## src/rtl/cpu_pkg.sv

```systemverilog
// rtl/cpu_pkg.sv - opcode, PC-select and state definitions for the CPU sequencer
package cpu_pkg;

    localparam logic [5:0] OP_LW  = 6'b010000;
    localparam logic [5:0] OP_SW  = 6'b010001;
    localparam logic [5:0] OP_BEQ = 6'b100000;
    localparam logic [5:0] OP_JMP = 6'b100001;

    localparam logic [1:0] PCSEL_SEQ = 2'd0;
    localparam logic [1:0] PCSEL_BR  = 2'd1;
    localparam logic [1:0] PCSEL_JMP = 2'd2;

    typedef enum logic [2:0] {
        S_IDLE, S_IF, S_ID, S_EX, S_MEM, S_WB, S_FAULT
    } state_t;

    typedef enum logic [2:0] {
        CLS_ALU, CLS_LW, CLS_SW, CLS_BEQ, CLS_JMP, CLS_ILL
    } op_class_t;

    function automatic op_class_t op_class(input logic [5:0] o);
        if (o[5:4] == 2'b00) return CLS_ALU;
        case (o)
            OP_LW:   return CLS_LW;
            OP_SW:   return CLS_SW;
            OP_BEQ:  return CLS_BEQ;
            OP_JMP:  return CLS_JMP;
            default: return CLS_ILL;
        endcase
    endfunction

endpackage

```

## src/rtl/cpu_seq_ctrl_if.sv

```systemverilog
// rtl/cpu_seq_ctrl_if.sv - instruction/data memory handshake bundle
interface cpu_seq_ctrl_if;
    logic imem_req;
    logic imem_ack;
    logic ir_load;
    logic dmem_req;
    logic dmem_we;
    logic dmem_ack;

    modport master (output imem_req, ir_load, dmem_req, dmem_we,
                    input  imem_ack, dmem_ack);
    modport slave  (input  imem_req, ir_load, dmem_req, dmem_we,
                    output imem_ack, dmem_ack);
endinterface

```

## src/rtl/cpu_seq_ctrl_mem_wait_timer.sv

```systemverilog
// rtl/cpu_seq_ctrl_mem_wait_timer.sv - memory wait counter with expiry flag, shared by fetch and data waits
module mem_wait_timer #(
    parameter int MEM_TIMEOUT = 16,
    parameter int TO_W        = 5
) (
    input  logic clk,
    input  logic rst_n,
    input  logic clr,
    input  logic inc,
    output logic expired
);

    localparam logic [TO_W-1:0] LAST_WAIT = TO_W'(MEM_TIMEOUT - 1);

    logic [TO_W-1:0] count_q;

    always_ff @(posedge clk or negedge rst_n) begin
        if (!rst_n) begin
            count_q <= '0;
        end else if (clr) begin
            count_q <= '0;
        end else if (inc) begin
            count_q <= count_q + 1'b1;
        end
    end

    // Flags the final waiting cycle so the FSM can leave on the same edge the count reaches the limit.
    assign expired = (count_q == LAST_WAIT);

endmodule

```

## src/rtl/cpu_seq_ctrl.sv

```systemverilog
// rtl/cpu_seq_ctrl.sv - multi-cycle IF/ID/EX/MEM/WB sequencer; optional counters under CPU_SEQ_PERF_EN
module cpu_seq_ctrl
    import cpu_pkg::*;
#(
    parameter int MEM_TIMEOUT = 16,
    parameter int TO_W        = 5
) (
    input  logic        clk,
    input  logic        rst_n,
    input  logic        start,
    input  logic        halt_req,
    input  logic [5:0]  op,
    input  logic        zero,
    cpu_seq_ctrl_if.master mem,
    output logic        alu_en,
    output logic        pc_en,
    output logic [1:0]  pc_sel,
    output logic        reg_update,
    output logic        wb_sel,
    output logic        busy,
    output logic        fault,
    output logic        illegal_op
`ifdef CPU_SEQ_PERF_EN
    ,
    output logic [31:0] cyc_cnt,
    output logic [31:0] instr_cnt
`endif
);

    state_t    state_q, state_d;
    logic [5:0] op_q;
    logic      illegal_q;
    logic      set_illegal;
    logic      tmr_clr, tmr_inc, tmr_expired;
    logic      instr_end;
    op_class_t cls_q;

    assign cls_q      = op_class(op_q);
    assign illegal_op = illegal_q;

    mem_wait_timer #(
        .MEM_TIMEOUT (MEM_TIMEOUT),
        .TO_W        (TO_W)
    ) u_timer (
        .clk     (clk),
        .rst_n   (rst_n),
        .clr     (tmr_clr),
        .inc     (tmr_inc),
        .expired (tmr_expired)
    );

    always_ff @(posedge clk or negedge rst_n) begin
        if (!rst_n) begin
            state_q   <= S_IDLE;
            op_q      <= '0;
            illegal_q <= 1'b0;
        end else begin
            state_q <= state_d;
            if (state_q == S_ID) op_q <= op;
            if (set_illegal) illegal_q <= 1'b1;
        end
    end

    always_comb begin
        state_d      = state_q;
        mem.imem_req = 1'b0;
        mem.ir_load  = 1'b0;
        mem.dmem_req = 1'b0;
        mem.dmem_we  = 1'b0;
        alu_en       = 1'b0;
        pc_en        = 1'b0;
        pc_sel       = PCSEL_SEQ;
        reg_update   = 1'b0;
        wb_sel       = 1'b0;
        busy         = 1'b0;
        fault        = 1'b0;
        set_illegal  = 1'b0;
        tmr_clr      = 1'b1;
        tmr_inc      = 1'b0;
        instr_end    = 1'b0;

        case (state_q)
            S_IDLE: begin
                if (start) state_d = S_IF;
            end
            S_IF: begin
                busy         = 1'b1;
                mem.imem_req = 1'b1;
                tmr_clr      = mem.imem_ack;
                tmr_inc      = !mem.imem_ack;
                // Ack is checked first so a late ack on the last allowed cycle still completes.
                if (mem.imem_ack) begin
                    mem.ir_load = 1'b1;
                    state_d     = S_ID;
                end else if (tmr_expired) begin
                    state_d = S_FAULT;
                end
            end
            S_ID: begin
                busy = 1'b1;
                if (op_class(op) == CLS_ILL) begin
                    set_illegal = 1'b1;
                    state_d     = S_FAULT;
                end else begin
                    state_d = S_EX;
                end
            end
            S_EX: begin
                busy   = 1'b1;
                alu_en = 1'b1;
                case (cls_q)
                    CLS_ALU: state_d = S_WB;
                    CLS_LW,
                    CLS_SW:  state_d = S_MEM;
                    CLS_BEQ: begin
                        pc_en     = 1'b1;
                        pc_sel    = zero ? PCSEL_BR : PCSEL_SEQ;
                        instr_end = 1'b1;
                    end
                    CLS_JMP: begin
                        pc_en     = 1'b1;
                        pc_sel    = PCSEL_JMP;
                        instr_end = 1'b1;
                    end
                    default: state_d = S_FAULT;
                endcase
            end
            S_MEM: begin
                busy         = 1'b1;
                mem.dmem_req = 1'b1;
                mem.dmem_we  = (cls_q == CLS_SW);
                tmr_clr      = mem.dmem_ack;
                tmr_inc      = !mem.dmem_ack;
                if (mem.dmem_ack) begin
                    if (cls_q == CLS_SW) begin
                        pc_en     = 1'b1;
                        instr_end = 1'b1;
                    end else begin
                        state_d = S_WB;
                    end
                end else if (tmr_expired) begin
                    state_d = S_FAULT;
                end
            end
            S_WB: begin
                busy       = 1'b1;
                reg_update = 1'b1;
                wb_sel     = (cls_q == CLS_LW);
                pc_en      = 1'b1;
                instr_end  = 1'b1;
            end
            S_FAULT: begin
                fault = 1'b1;
            end
            default: state_d = S_IDLE;
        endcase

        if (instr_end) state_d = halt_req ? S_IDLE : S_IF;
    end

`ifdef CPU_SEQ_PERF_EN
    always_ff @(posedge clk or negedge rst_n) begin
        if (!rst_n) begin
            cyc_cnt   <= '0;
            instr_cnt <= '0;
        end else begin
            if (busy)      cyc_cnt   <= cyc_cnt + 32'd1;
            if (instr_end) instr_cnt <= instr_cnt + 32'd1;
        end
    end
`endif

endmodule

```

## src/flat_wrapper.sv

```systemverilog
// flat-port wrapper written by rule: the top's interface ports become plain ports
module cpu_seq_ctrl_flat import cpu_pkg::*;
#(
    parameter int MEM_TIMEOUT = 16,
    parameter int TO_W        = 5
)
  (clk, rst_n, start, halt_req, op, zero, alu_en, pc_en, pc_sel, reg_update, wb_sel, busy, fault, illegal_op, mem_imem_req, mem_ir_load, mem_dmem_req, mem_dmem_we, mem_imem_ack, mem_dmem_ack);
  cpu_seq_ctrl_if mem_i ();
  input  logic clk;
  input  logic rst_n;
  input  logic start;
  input  logic halt_req;
  input  logic [5:0] op;
  input  logic zero;
  output logic alu_en;
  output logic pc_en;
  output logic [1:0] pc_sel;
  output logic reg_update;
  output logic wb_sel;
  output logic busy;
  output logic fault;
  output logic illegal_op;
  output wire logic [$bits(mem_i.imem_req)-1:0] mem_imem_req;
  output wire logic [$bits(mem_i.ir_load)-1:0] mem_ir_load;
  output wire logic [$bits(mem_i.dmem_req)-1:0] mem_dmem_req;
  output wire logic [$bits(mem_i.dmem_we)-1:0] mem_dmem_we;
  input wire logic [$bits(mem_i.imem_ack)-1:0] mem_imem_ack;
  input wire logic [$bits(mem_i.dmem_ack)-1:0] mem_dmem_ack;
  assign mem_imem_req = mem_i.imem_req;
  assign mem_ir_load = mem_i.ir_load;
  assign mem_dmem_req = mem_i.dmem_req;
  assign mem_dmem_we = mem_i.dmem_we;
  assign mem_i.imem_ack = mem_imem_ack;
  assign mem_i.dmem_ack = mem_dmem_ack;
  cpu_seq_ctrl #(.MEM_TIMEOUT(MEM_TIMEOUT), .TO_W(TO_W)) u_core (.clk(clk), .rst_n(rst_n), .start(start), .halt_req(halt_req), .op(op), .zero(zero), .mem(mem_i), .alu_en(alu_en), .pc_en(pc_en), .pc_sel(pc_sel), .reg_update(reg_update), .wb_sel(wb_sel), .busy(busy), .fault(fault), .illegal_op(illegal_op));
endmodule
```

## config.mk

```make
export PLATFORM = sky130hd
export DESIGN_NAME = cpu_seq_ctrl_flat
export DESIGN_NICKNAME = d
export VERILOG_FILES = /design/src/rtl/cpu_pkg.sv /design/src/rtl/cpu_seq_ctrl_if.sv /design/src/rtl/cpu_seq_ctrl_mem_wait_timer.sv /design/src/rtl/cpu_seq_ctrl.sv /design/src/flat_wrapper.sv
export SDC_FILE = /design/constraint.sdc
export NUM_CORES = 1
export LEC_CHECK = 0
export CELL_PAD_IN_SITES_DETAIL_PLACEMENT = 1
export CELL_PAD_IN_SITES_GLOBAL_PLACEMENT = 2
export CORE_ASPECT_RATIO = 0.6
export CORE_MARGIN = 8
export CORE_UTILIZATION = 29
export CTS_BUF_LIST = sky130_fd_sc_hd__clkbuf_16
export DETAILED_ROUTE_END_ITERATION = 6
export PLACE_DENSITY_LB_ADDON = 0.1
export SYNTH_ARGS = -nofsm -noshare
export SYNTH_HDL_FRONTEND = slang
export SYNTH_SLANG_ARGS = --single-unit
```

## constraint.sdc

```tcl
create_clock -name clk -period 4.4 [get_ports clk]
set_input_delay 0.88 -clock clk [delete_from_list [all_inputs] [get_ports clk]]
set_output_delay 0.88 -clock clk [all_outputs]
set_load 0.02 [all_outputs]
```

; ---- After elaboration in Yosys (flattened, before gate mapping)
; Index checks and enable logic that the tools add are counted.
[word_totals]
ff_bits = 15
inputBits = 13
out_inout_bits = 13
wordCells = 84
[op_classes]
n_addsub = 1
eq_ne = 24
mux = 43
n_reduce_logical = 12
[ops]
columns = operator, count
row1 = 3-bit two-way mux, 12
row2 = 6-bit by 5-bit == test with 1-bit output (second input constant), 4
row3 = 6-bit == test (second input constant), 4
row4 = 3-bit case mux with 4 select lines, 2
row5 = 1-bit two-way mux, 20
row6 = 3-bit case mux with 6 select lines, 1
row7 = 3-bit == test (second input constant), 5
row8 = 3-bit by 2-bit == test with 1-bit output (second input constant), 4
row9 = 5-bit two-way mux, 2
row10 = 3-bit case mux with 3 select lines, 1
row11 = 3-bit by 1-bit == test with 1-bit output (second input constant), 2
row12 = 3-bit logical NOT, 2
row13 = 3-bit inequality test (second input constant), 2
row14 = 2-bit OR reduction, 3
row15 = 5-bit by 1-bit adder with 5-bit output (second input constant), 1
row16 = 5-bit by 4-bit == test with 1-bit output (second input constant), 1
row17 = 5-bit OR reduction, 1
row18 = 2-bit logical NOT, 2
row19 = 4-bit inequality test (second input constant), 1
row20 = 1-bit case mux with 2 select lines, 2
row21 = 2-bit case mux with 2 select lines, 1
row22 = 4-bit AND reduction, 1
row23 = 1-bit case mux with 3 select lines, 1
row24 = 1-bit logical NOT, 2
row25 = other kinds (3), 3

; ---- Logic depth before layout (Yosys ltp)
; Gate-level depths: netlist of the first run.
[logic_depth]
ltp_word = 9
ltp_mapped = 7
ltp_nobuf = 7

; ---- By module
; Synthesis of the first run repeated with hierarchy kept, for this count alone.
[hier_totals]
cells_unflattened = 95
hier_area_um2 = 998.5
[by_module_without_submodules]
columns = mod, instances, cells_per_inst, area_each_um2, seq_area_each_um2
row1 = cpu_seq_ctrl, 1, 72, 728.2, 250.2
row2 = mem_wait_timer, 1, 23, 270.3, 125.1

; ---- Worst setup path after synthesis of the first run
; Ideal clock, no wire load.
[synth_timing]
path_kind = flip-flop to output port
start = register u_core.state_q[2]
end = output pc_sel[0]
arrival_ns = 1.519
required_time_ns = 3.520
setup_slack_ns = 2.001
stages_incl_launch_ff = 4
path_buffers = 0
path_cell_list = dfrtp_1 and3b_1 nand4b_1 nor3b_1
[synth_via]
elab_chain_cells = 2
[synth_rtl]
columns = element, line_no
row1 = "start, declared", cpu_seq_ctrl.sv:30  ; state_t state_q, state_d;
row2 = "start signal, assigned", cpu_seq_ctrl.sv:58  ; state_q <= state_d;
row3 = 3-bit by 2-bit == test with 1-bit output, cpu_seq_ctrl.sv:82  ; case (state_q)
row4 = 2-bit two-way mux, cpu_seq_ctrl.sv:82
row5 = "end, declared", flat_wrapper.sv:17  ; output logic [1:0] pc_sel;
; No other way between the ends.

; ---- Worst setup path after layout of the first run
[layout_timing]
start = input mem_dmem_ack
end = output pc_en
[layout_via]
elab_chain_cells = 2
[layout_rtl]
columns = element, line_no
row1 = "start, declared", flat_wrapper.sv:28  ; input wire logic [$bits(mem_i.dmem_ack)-1:0] mem_dmem_ack;
row2 = 1-bit two-way mux, cpu_seq_ctrl.sv:134  ; if (mem.dmem_ack) begin
row3 = 1-bit case mux with 3 select lines, cpu_seq_ctrl.sv:82
row4 = "end, declared", flat_wrapper.sv:16  ; output logic pc_en;
; No other way between the ends.

==> qor.yml, run 1 <==
synthTopCellsByArea: "dfrtp_1 43%, mux2_2 7.7%, nor2_1 4.3%, ha_1 2.9%, inv_1 2.6%"
vias_per_cell: 4.758
hold_path_class: "reg2reg"
setup_viol_count_final: 0
syn_avg_cell_area_sq_um: 9.690
status: "finished clean"
numCtsBuffers: 3
grt_max_degree: 20
cpMaxStageDelayCell: "clkdlybuf4s50_1"
slew_viol_final: 0
p_int_mw: 0.4788
cts_setup_buffers: 0
ios: 26
drc: 0
post-route-period-util_pct: 73.21
syn_inst: 90
area_delta_synth_final_pct: 41.03
slew_headroom_pct: 49.37
cp.arrival_ns: 2.34
maxClockFrequency_mhz: 310.4
yosysMostFrequentCell: "dfrtp_1"
grtUsageMet2_pct: 17.08
antenna_left: 0
final_area_sq_um: 1230
pwr-share-clk_pct: 22.6
switchingPower_mw: 0.2969
seq_area_frac_synth_pct: 43.04
clock_latency_ns: 0.24
worst_pin_slew_ns: 0.7570
cts.hold.buffers_added: 0
combPwrFrac_pct: 41.3
cp.required_ns: 3.52
dieArea_sq_um: 5075
setup-tns-final_ns: 0
cpPeakStageDelay_ns: 0.65
ys_ff_latch: 15
setup_ws_ns: 1.179
end_kind: "output port"
synth_enable_flop_cells: 0
p_total_mw: 0.7757
dpl_cell_area_sq_um: 1151
diodes: 0
post-place-ws_ns: 1.176
die_x_um: 86.80
cts.clk_slew.worst_paths_ns: 0.05
routabilityCongestion: 0.7320
grt_pass1_vias: 838
cts-root-buf: "clkbuf_16"
grt-busiest-layer: "met2"
num_rows: 15
path_common_cell: "clkdlybuf4s50_1"
yosysUniqueCellTypes: 38
drt_iter0_markers: 24
hold_depth: 1
gr-total-overflow: 0
cts_tree: "yes"
synth_flop_cell: "dfrtp_1"
antenna_found_initial: 0
startpoint_type: "primary input"
fin_skew_ns: 0.0007934
dr.pass1.iters: 4
path_class: "in2out"
synthTopCellsByCount: "15 x dfrtp_1, 10 x nor2_1, 6 x inv_1, 6 x mux2_2, 5 x nand2_1"
avgRoutedWirePerCell_um: 15.45
drv_cap: 0
dp_hpwl_um: 1894
post-route-min-period_ns: 3.221
p_leak_nw: 0.5005
sequentialPowerShare_pct: 36.1
final_nets: 131
r2r_cells: 7
dr_total_vias: 747
power.density_nw_per_um2: 630.7
crit_chain: "clkdlybuf4s50_1 -> nand3_1 -> o211ai_2 -> clkdlybuf4s50_1"
cts_sinks: 15
ys_warn_count: 0
wl_um: 2425
cp_max_fo: 3
fill_cells: 325
synth_top_area_cell: "dfrtp_1"
async_flop_share_pct: 100.0
floorplan.initialDensity_pct: 30.37
core_sq_um: 2872
ir_drop_uv: 232.7
final_hold_viol_count: 0
drive_gt1_share_pct: 11.30
synth.top_cell.area_share_pct: 43.04
grt_use_met3_pct: 4.300
fin_worst_hold_slack_ns: 0.4577
htreeDepth: 1
place.port_buffers: 25
use_met1_pct: 13.44
rsz0062_at_grt: "no"
clockBufferDepth: 2
grt_use_total_pct: 10.77
rrSetupSlack_ns: 2.47
swShare_pct: 38.27
grt_pass1_wl_um: 4257
fp.dieH_um: 58.48
syn_area_sq_um: 872.1
cts_resized: 0
synth_nets: 105
[layout make-up]
cell class	instances	area (sq um)	area share, %
Inverter	6	22.52	1.831
Sequential cell	15	375.4	30.52
Multi-Input combinational cell	65	450.4	36.62
Tap cell	42	52.55	4.273
Timing Repair Buffer	25	250.2	20.35
Clock inverter	1	3.754	0.3052
Clock buffer	3	75.07	6.104
[path summary, 6_finish.rpt]
kind	start	endpoint
max reg2reg	u_core.u_timer.count_q[0]$_DFFE_PN0P_	u_core.state_q[0]$_DFFE_PN0P_
min in group asynchronous	rst_n	u_core.u_timer.count_q[2]$_DFFE_PN0P_
min	u_core.u_timer.count_q[0]$_DFFE_PN0P_	u_core.u_timer.count_q[0]$_DFFE_PN0P_
min reg2reg	u_core.u_timer.count_q[0]$_DFFE_PN0P_	u_core.u_timer.count_q[0]$_DFFE_PN0P_
max	mem_dmem_ack	pc_en
max in group asynchronous	rst_n	u_core.state_q[0]$_DFFE_PN0P_
[power by group through the flow]
stage | combinational (mW) | sequential, mW | clock [mW]
2_1_floorplan | 0.256 | 0.227 | 0
3_3_place_gp | 0.319 | 0.277 | 0
3_5_place_dp | 0.324 | 0.280 | 0
4_1_cts | 0.326 | 0.278 | 0.178
5_1_grt | 0.353 | 0.297 | 0.185
6_report | 0.320 | 0.280 | 0.176
[worst max-delay path, delay by kind of cell]
kind / cells / cell delay [ns]
AND/OR/NAND/NOR: 1 / 0.09
AO/OA/AOI/OAI: 1 / 0.24
buffers and inverters: 2 / 1.14
[logic make-up after synthesis]
kind of cell / synth area share (%)
xor+xnor: 2.009
simple gates: 25.54
flops: 43.04
buf+inv: 5.308
fa+ha+maj: 2.869
compound gates: 12.34
mux: 8.895
[layer usage]
layer  vias to the layer above  wire length [um]
li1                        374                 -
met2                        11              1135
met4                         0                10
met1                       360              1173
met3                         2               106
met5                         -                 0
[state kept, by name (all words and copies together) (netlist names)]
| signal | cells |
|---|---|
| u_core.op_q | 6 |
| u_core.u_timer.count_q | 5 |
| u_core.state_q | 3 |
| u_core.illegal_op | 1 |
[placed cells by master (no fill, tap or decap), drive strengths merged, types with 2 or more instances in the layout]
master	instances
a21oi	4
and3	3
clkbuf	3
clkdlybuf4s50	25
dfrtp	15
ha	2
inv	7
mux2	6
nand2	5
nand3	2
nand3b	2
nor2	10
nor3	4
nor3b	4
o21ai	2
or2	2
[per-stage QoR]
stage / cells / util (%)
final: 157 / 42.83
after global routing: 157 / 42.83
after CTS: 157 / 42.83
after detailed placement: 153 / 40.09
after global placement: 153 / 40.09
after floorplan: 90 / -
No activity file was read; power rests on OpenSTA's default activity.
==> inputs of run 2 (changes only) <==
CORE_UTILIZATION = 24   (was 29)
clock period = 2.9 ns   (was 4.4 ns; I/O delays follow)
==> run 2 against run 1 <==
Net effect:
- first-iteration DRC count is 4.2% lower
- utilization fell by 7.6 points
- critical path depth is 1 higher
- wire length grew 4.2%
- largest power group unchanged
- highest routed layer unchanged
- final area is 2.4% higher
==> qor.yml, run 2 (same netlist as run 1, synthesis figures left out) <==
fill_cells: 401
hold_path_class: "reg2reg"
final_cell_mix: "25 x clkdlybuf4s50_1, 14 x dfrtp_1, 10 x nor2_1"
grt_use_total_pct: 9.305
timing.rr.start: "u_core.u_timer.count_q[0]$_DFFE_PN0P_"
die_x_um: 93.82
end_kind: "output port"
fp.dieH_um: 62.70
cp-startpoint: "u_core.state_q[2]$_DFFE_PN0P_"
cts_resized: 0
slew_viol_final: 0
antenna_left: 0
drc: 0
cpPeakStageDelay_ns: 0.65
cts_setup_buffers: 0
grt_max_degree: 16
p_int_mw: 0.7529
maxClockFrequency_mhz: 373.5
swShare_pct: 37.39
dp_hpwl_um: 2040
cp.arrival_ns: 2.10
p_leak_nw: 0.5142
switchingPower_mw: 0.4495
dp.cells: 161
cts.clk_slew.worst_paths_ns: 0.05
crit_chain: "buf_4 -> nor3b_2 -> nand3_1 -> o211ai_2 -> clkdlybuf4s50_1"
mostFrequentLayoutCell: "clkdlybuf4s50_1"
ios: 26
cp.buffers_inverters: 2
cpMaxStageDelayCell: "clkdlybuf4s50_1"
antenna_found_initial: 0
ir_drop_uv: 304.1
power.density_nw_per_um2: 954.4
post-place-ws_ns: 0.2645
setup-tns-final_ns: 0
pwr-share-clk_pct: 21.5
cts.hold.buffers_added: 0
core_sq_um: 3573
worst_pin_slew_ns: 0.7191
routabilityCongestion: 0.7248
fin_skew_ns: 0.002044
path_class: "reg2out"
avgRoutedWirePerCell_um: 15.31
clockBufferDepth: 2
slew_headroom_pct: 51.91
wl_um: 2526
clock_latency_ns: 0.24
final_hold_viol_count: 0
cp_top_family: "buffers and inverters"
grt_pass1_wl_um: 4305
drive_gt1_share_pct: 14.41
sequentialPowerShare_pct: 31.9
grt_pass1_vias: 843
diodes: 0
dieArea_sq_um: 5882
startpoint_type: "flip-flop"
htreeDepth: 1
place.port_buffers: 25
cp_max_fo: 14
dr.pass1.iters: 4
dr_total_vias: 749
largest_reg_flops: 6
combPwrFrac_pct: 46.6
status: "finished clean"
num_rows: 17
reg_top3: "u_core.op_q: 6 flops, u_core.u_timer.count_q: 5 flops, u_core.state_q: 3 flops"
setup_ws_ns: 0.2227
vias_per_cell: 4.539
rsz0062_at_grt: "no"
final_nets: 134
area_delta_synth_final_pct: 44.48
drv_cap: 0
instances_no_fill: 165
gr-total-overflow: 0
largest-register: "u_core.op_q"
drt_iter0_markers: 23
post-route-period-util_pct: 92.32
setup_viol_count_final: 0
cts-root-buf: "clkbuf_16"
cts_sinks: 15
numCtsBuffers: 3
cts_tree: "yes"
cp.required_ns: 2.32
post-route-min-period_ns: 2.677
floorplan.initialDensity_pct: 24.40
hold_start: "u_core.u_timer.count_q[0]$_DFFE_PN0P_"
run 2: cell types whose count changed in the layout (fill, tap and decap cells not counted):
cell	change
buf_4	+3
dfrtp_1	-1
dfrtp_2	+1
run 2: power by group through the flow:
stage,Sequential [mW],Combinational [mW],Clock (mW)
after floorplan,0.344,0.389,0
after global placement,0.378,0.566,0
after detailed placement,0.387,0.566,0
after CTS,0.384,0.568,0.270
after global routing,0.400,0.613,0.278
final,0.384,0.561,0.258
run 2: per-stage QoR:
stage               area, sq um  hold slack, ns  utilization [%]  power, mW
floorplan                 872.1          0.2844                -     0.7330
global placement           1180          0.4554            33.02     0.9445
detailed placement         1180          0.4633            33.02     0.9533
CTS                        1259          0.4793            35.22      1.222
global route               1260          0.5018            35.26      1.291
finish                     1260          0.4703            35.26      1.202
run 2: final cells by class:
type	count	area [sq um]	area share, %
Clock buffer	3	75.07	5.958
Clock inverter	1	3.754	0.2979
Inverter	6	22.52	1.787
Multi-Input combinational cell	65	450.4	35.75
Sequential cell	15	376.6	29.89
Tap cell	47	58.81	4.667
Timing Repair Buffer	28	272.8	21.65
run 2: worst paths after layout:
path	endpoint	slack, ns	depth (start not counted)
max in group asynchronous	u_core.state_q[1]$_DFFE_PN0P_	1.63	1
worst max-delay path	pc_en	0.22	5
worst min register to register	u_core.u_timer.count_q[0]$_DFFE_PN0P_	0.47	1
min in group asynchronous	u_core.u_timer.count_q[0]$_DFFE_PN0P_	0.77	1
worst max register to register	u_core.state_q[0]$_DFFE_PN0P_	1.00	7
worst min-delay path	u_core.u_timer.count_q[0]$_DFFE_PN0P_	0.47	1
run 2: routing by layer:
metal / wire length, um / GRT usage [%] / vias up
met1: 1214 / 11.34 / 358
met3: 75 / 3.597 / 4
li1: - / - / 379
met4: 16 / 1.768 / 0
met5: 0 / 0 / -
met2: 1218 / 15.13 / 8
==> inputs of run 3 (changes only) <==
CORE_UTILIZATION = 27   (was 24)
HOLD_SLACK_MARGIN = 0.03   (was unset)
clock period = 2.5 ns   (was 2.9 ns; I/O delays follow)
==> run 3 against run 2 <==
Net effect:
- clock power is 19% higher
- cell count is 2.4% higher
- count of clock-buffer cells in the layout stayed put
- global-route usage is 1.7 points higher
- critical path depth is 1 lower
- via count is 4.7% higher
- flip-flop and latch count stayed put
- worst setup slack worse by 0.086 ns
- clock skew is 0.0023 ns higher
==> qor.yml, run 3 (same netlist as run 1, synthesis figures left out) <==
setup-tns-final_ns: 0
utilization_pct: 41.30
fill_cells: 388
cp.depth: 4
ir_drop_uv: 395.7
mostFrequentLayoutCell: "clkdlybuf4s50_1"
final_nets: 140
dp_hpwl_um: 2045
path_class: "reg2out"
hold_path_class: "reg2reg"
cp.buffers_inverters: 1
slew_headroom_pct: 52.20
setup_ws_ns: 0.1367
cts.clk_slew.worst_paths_ns: 0.05
post-route-period-util_pct: 94.53
htreeDepth: 1
largest_reg_flops: 6
diodes: 0
cp.arrival_ns: 1.86
cts.hold.buffers_added: 0
holdPathEnd: "u_core.u_timer.count_q[0]$_DFFE_PN0P_"
cts-root-buf: "clkbuf_16"
hold_depth: 1
place.port_buffers: 25
post-place-ws_ns: 0.09301
maxClockFrequency_mhz: 423.1
dr_total_vias: 784
gr-total-overflow: 0
cp.required_ns: 2.00
cts_tree: "yes"
timing.rr.start: "u_core.u_timer.count_q[0]$_DFFE_PN0P_"
largest-register: "u_core.op_q"
grt_pass1_vias: 891
setup_viol_count_final: 0
cts_setup_buffers: 0
clockBufferDepth: 2
grt_use_total_pct: 11.00
drive_gt1_share_pct: 18.55
r2r-end: "u_core.state_q[0]$_DFFE_PN0P_"
dieArea_sq_um: 5364
antenna_left: 0
drv_cap: 0
vias_per_cell: 4.639
end_kind: "output port"
rsz0062_at_grt: "no"
worst_pin_slew_ns: 0.7147
die_x_um: 89.37
dr.pass1.iters: 4
fp.dieH_um: 60.02
drc: 0
slew_viol_final: 0
reg_top3: "u_core.op_q: 6 flops, u_core.u_timer.count_q: 5 flops, u_core.state_q: 3 flops"
floorplan.initialDensity_pct: 27.57
final_cell_mix: "22 x clkdlybuf4s50_1, 15 x dfrtp_1, 10 x nor2_1"
wl_um: 2519
cpPeakStageDelay_ns: 0.64
core_sq_um: 3163
rrSetupSlack_ns: 0.57
cpMaxStageDelayCell: "clkdlybuf4s50_1"
drt_iter0_markers: 18
area_delta_synth_final_pct: 49.78
r2r_cells: 7
fin_skew_ns: 0.004306
hold_start: "u_core.u_timer.count_q[0]$_DFFE_PN0P_"
p_leak_nw: 0.5726
cp_max_fo: 3
routabilityCongestion: 0.7395
antenna_found_initial: 0
grt_max_degree: 16
p_total_mw: 1.442
num_rows: 16
post-route-min-period_ns: 2.363
status: "finished clean"
fin_worst_hold_slack_ns: 0.4604
ios: 26
clock_latency_ns: 0.24
cp_top_family: "buffers and inverters"
numCtsBuffers: 3
cts_sinks: 15
avgRoutedWirePerCell_um: 14.91
startpoint_type: "flip-flop"
crit_chain: "nor3_2 -> nand4b_1 -> nor3b_1 -> clkdlybuf4s50_1"
final_hold_viol_count: 0
power.density_nw_per_um2: 1104
grt_pass1_wl_um: 4416
## run 3: cell types whose count changed in the layout (fill, tap and decap cells not counted), sizes merged
cell | before | now
buf | 3 | 9
dlygate4sd2 | 0 | 2
dlymetal6s2s | 0 | 1
clkdlybuf4s50 | 25 | 22
## run 3: worst max path at each step
stage | start | end | slack (ns)
4_1_cts | u_core.op_q[1]$_DFFE_PN0P_ | pc_sel[1] | 0.02
5_1_grt | u_core.op_q[1]$_DFFE_PN0P_ | pc_sel[0] | 0.02
6_report | u_core.op_q[1]$_DFFE_PN0P_ | pc_sel[0] | 0.14
2_1_floorplan | u_core.state_q[2]$_DFFE_PN0P_ | pc_sel[0] | 0.48
3_5_place_dp | mem_dmem_ack | pc_en | 0.09
3_3_place_gp | mem_dmem_ack | pc_en | 0.10
## run 3: layout make-up
type,instances,area [sq um],share of cell area (%)
clock buffers,3,75.07,5.747
clock inverters,1,3.754,0.2874
inverters,6,22.52,1.724
multi-input cells,65,455.4,34.87
flip-flops and latches,15,375.4,28.74
well taps,45,56.30,4.310
repair buffers,34,317.8,24.33
## run 3: metrics by stage
stage	instances	area, sq um
after floorplan	90	872.1
after global placement	165	1222
after detailed placement	165	1222
after CTS	169	1299
after global routing	169	1306
final	169	1306
## run 3: report_power, final
part           leakage, nW  switching, mW  internal, mW
combinational        0.345          0.352         0.361
sequential           0.185         0.0917         0.332
clock               0.0423         0.0941         0.212
## run 3: layer usage
layer  up-vias  part of all wire (%)  track usage (%)
met5         -                     0                0
met4         0                  0.40            2.113
met3         2                   4.8            4.527
met2        11                    50            18.57
met1       381                    45            12.82
li1        390                     -                -
## run 3: what timing repair did
action                                  in CTS  in global routing
hold endpoints to repair                     0                  0
gates resized for setup                      2                  2
endpoints found under the setup margin       2                  3
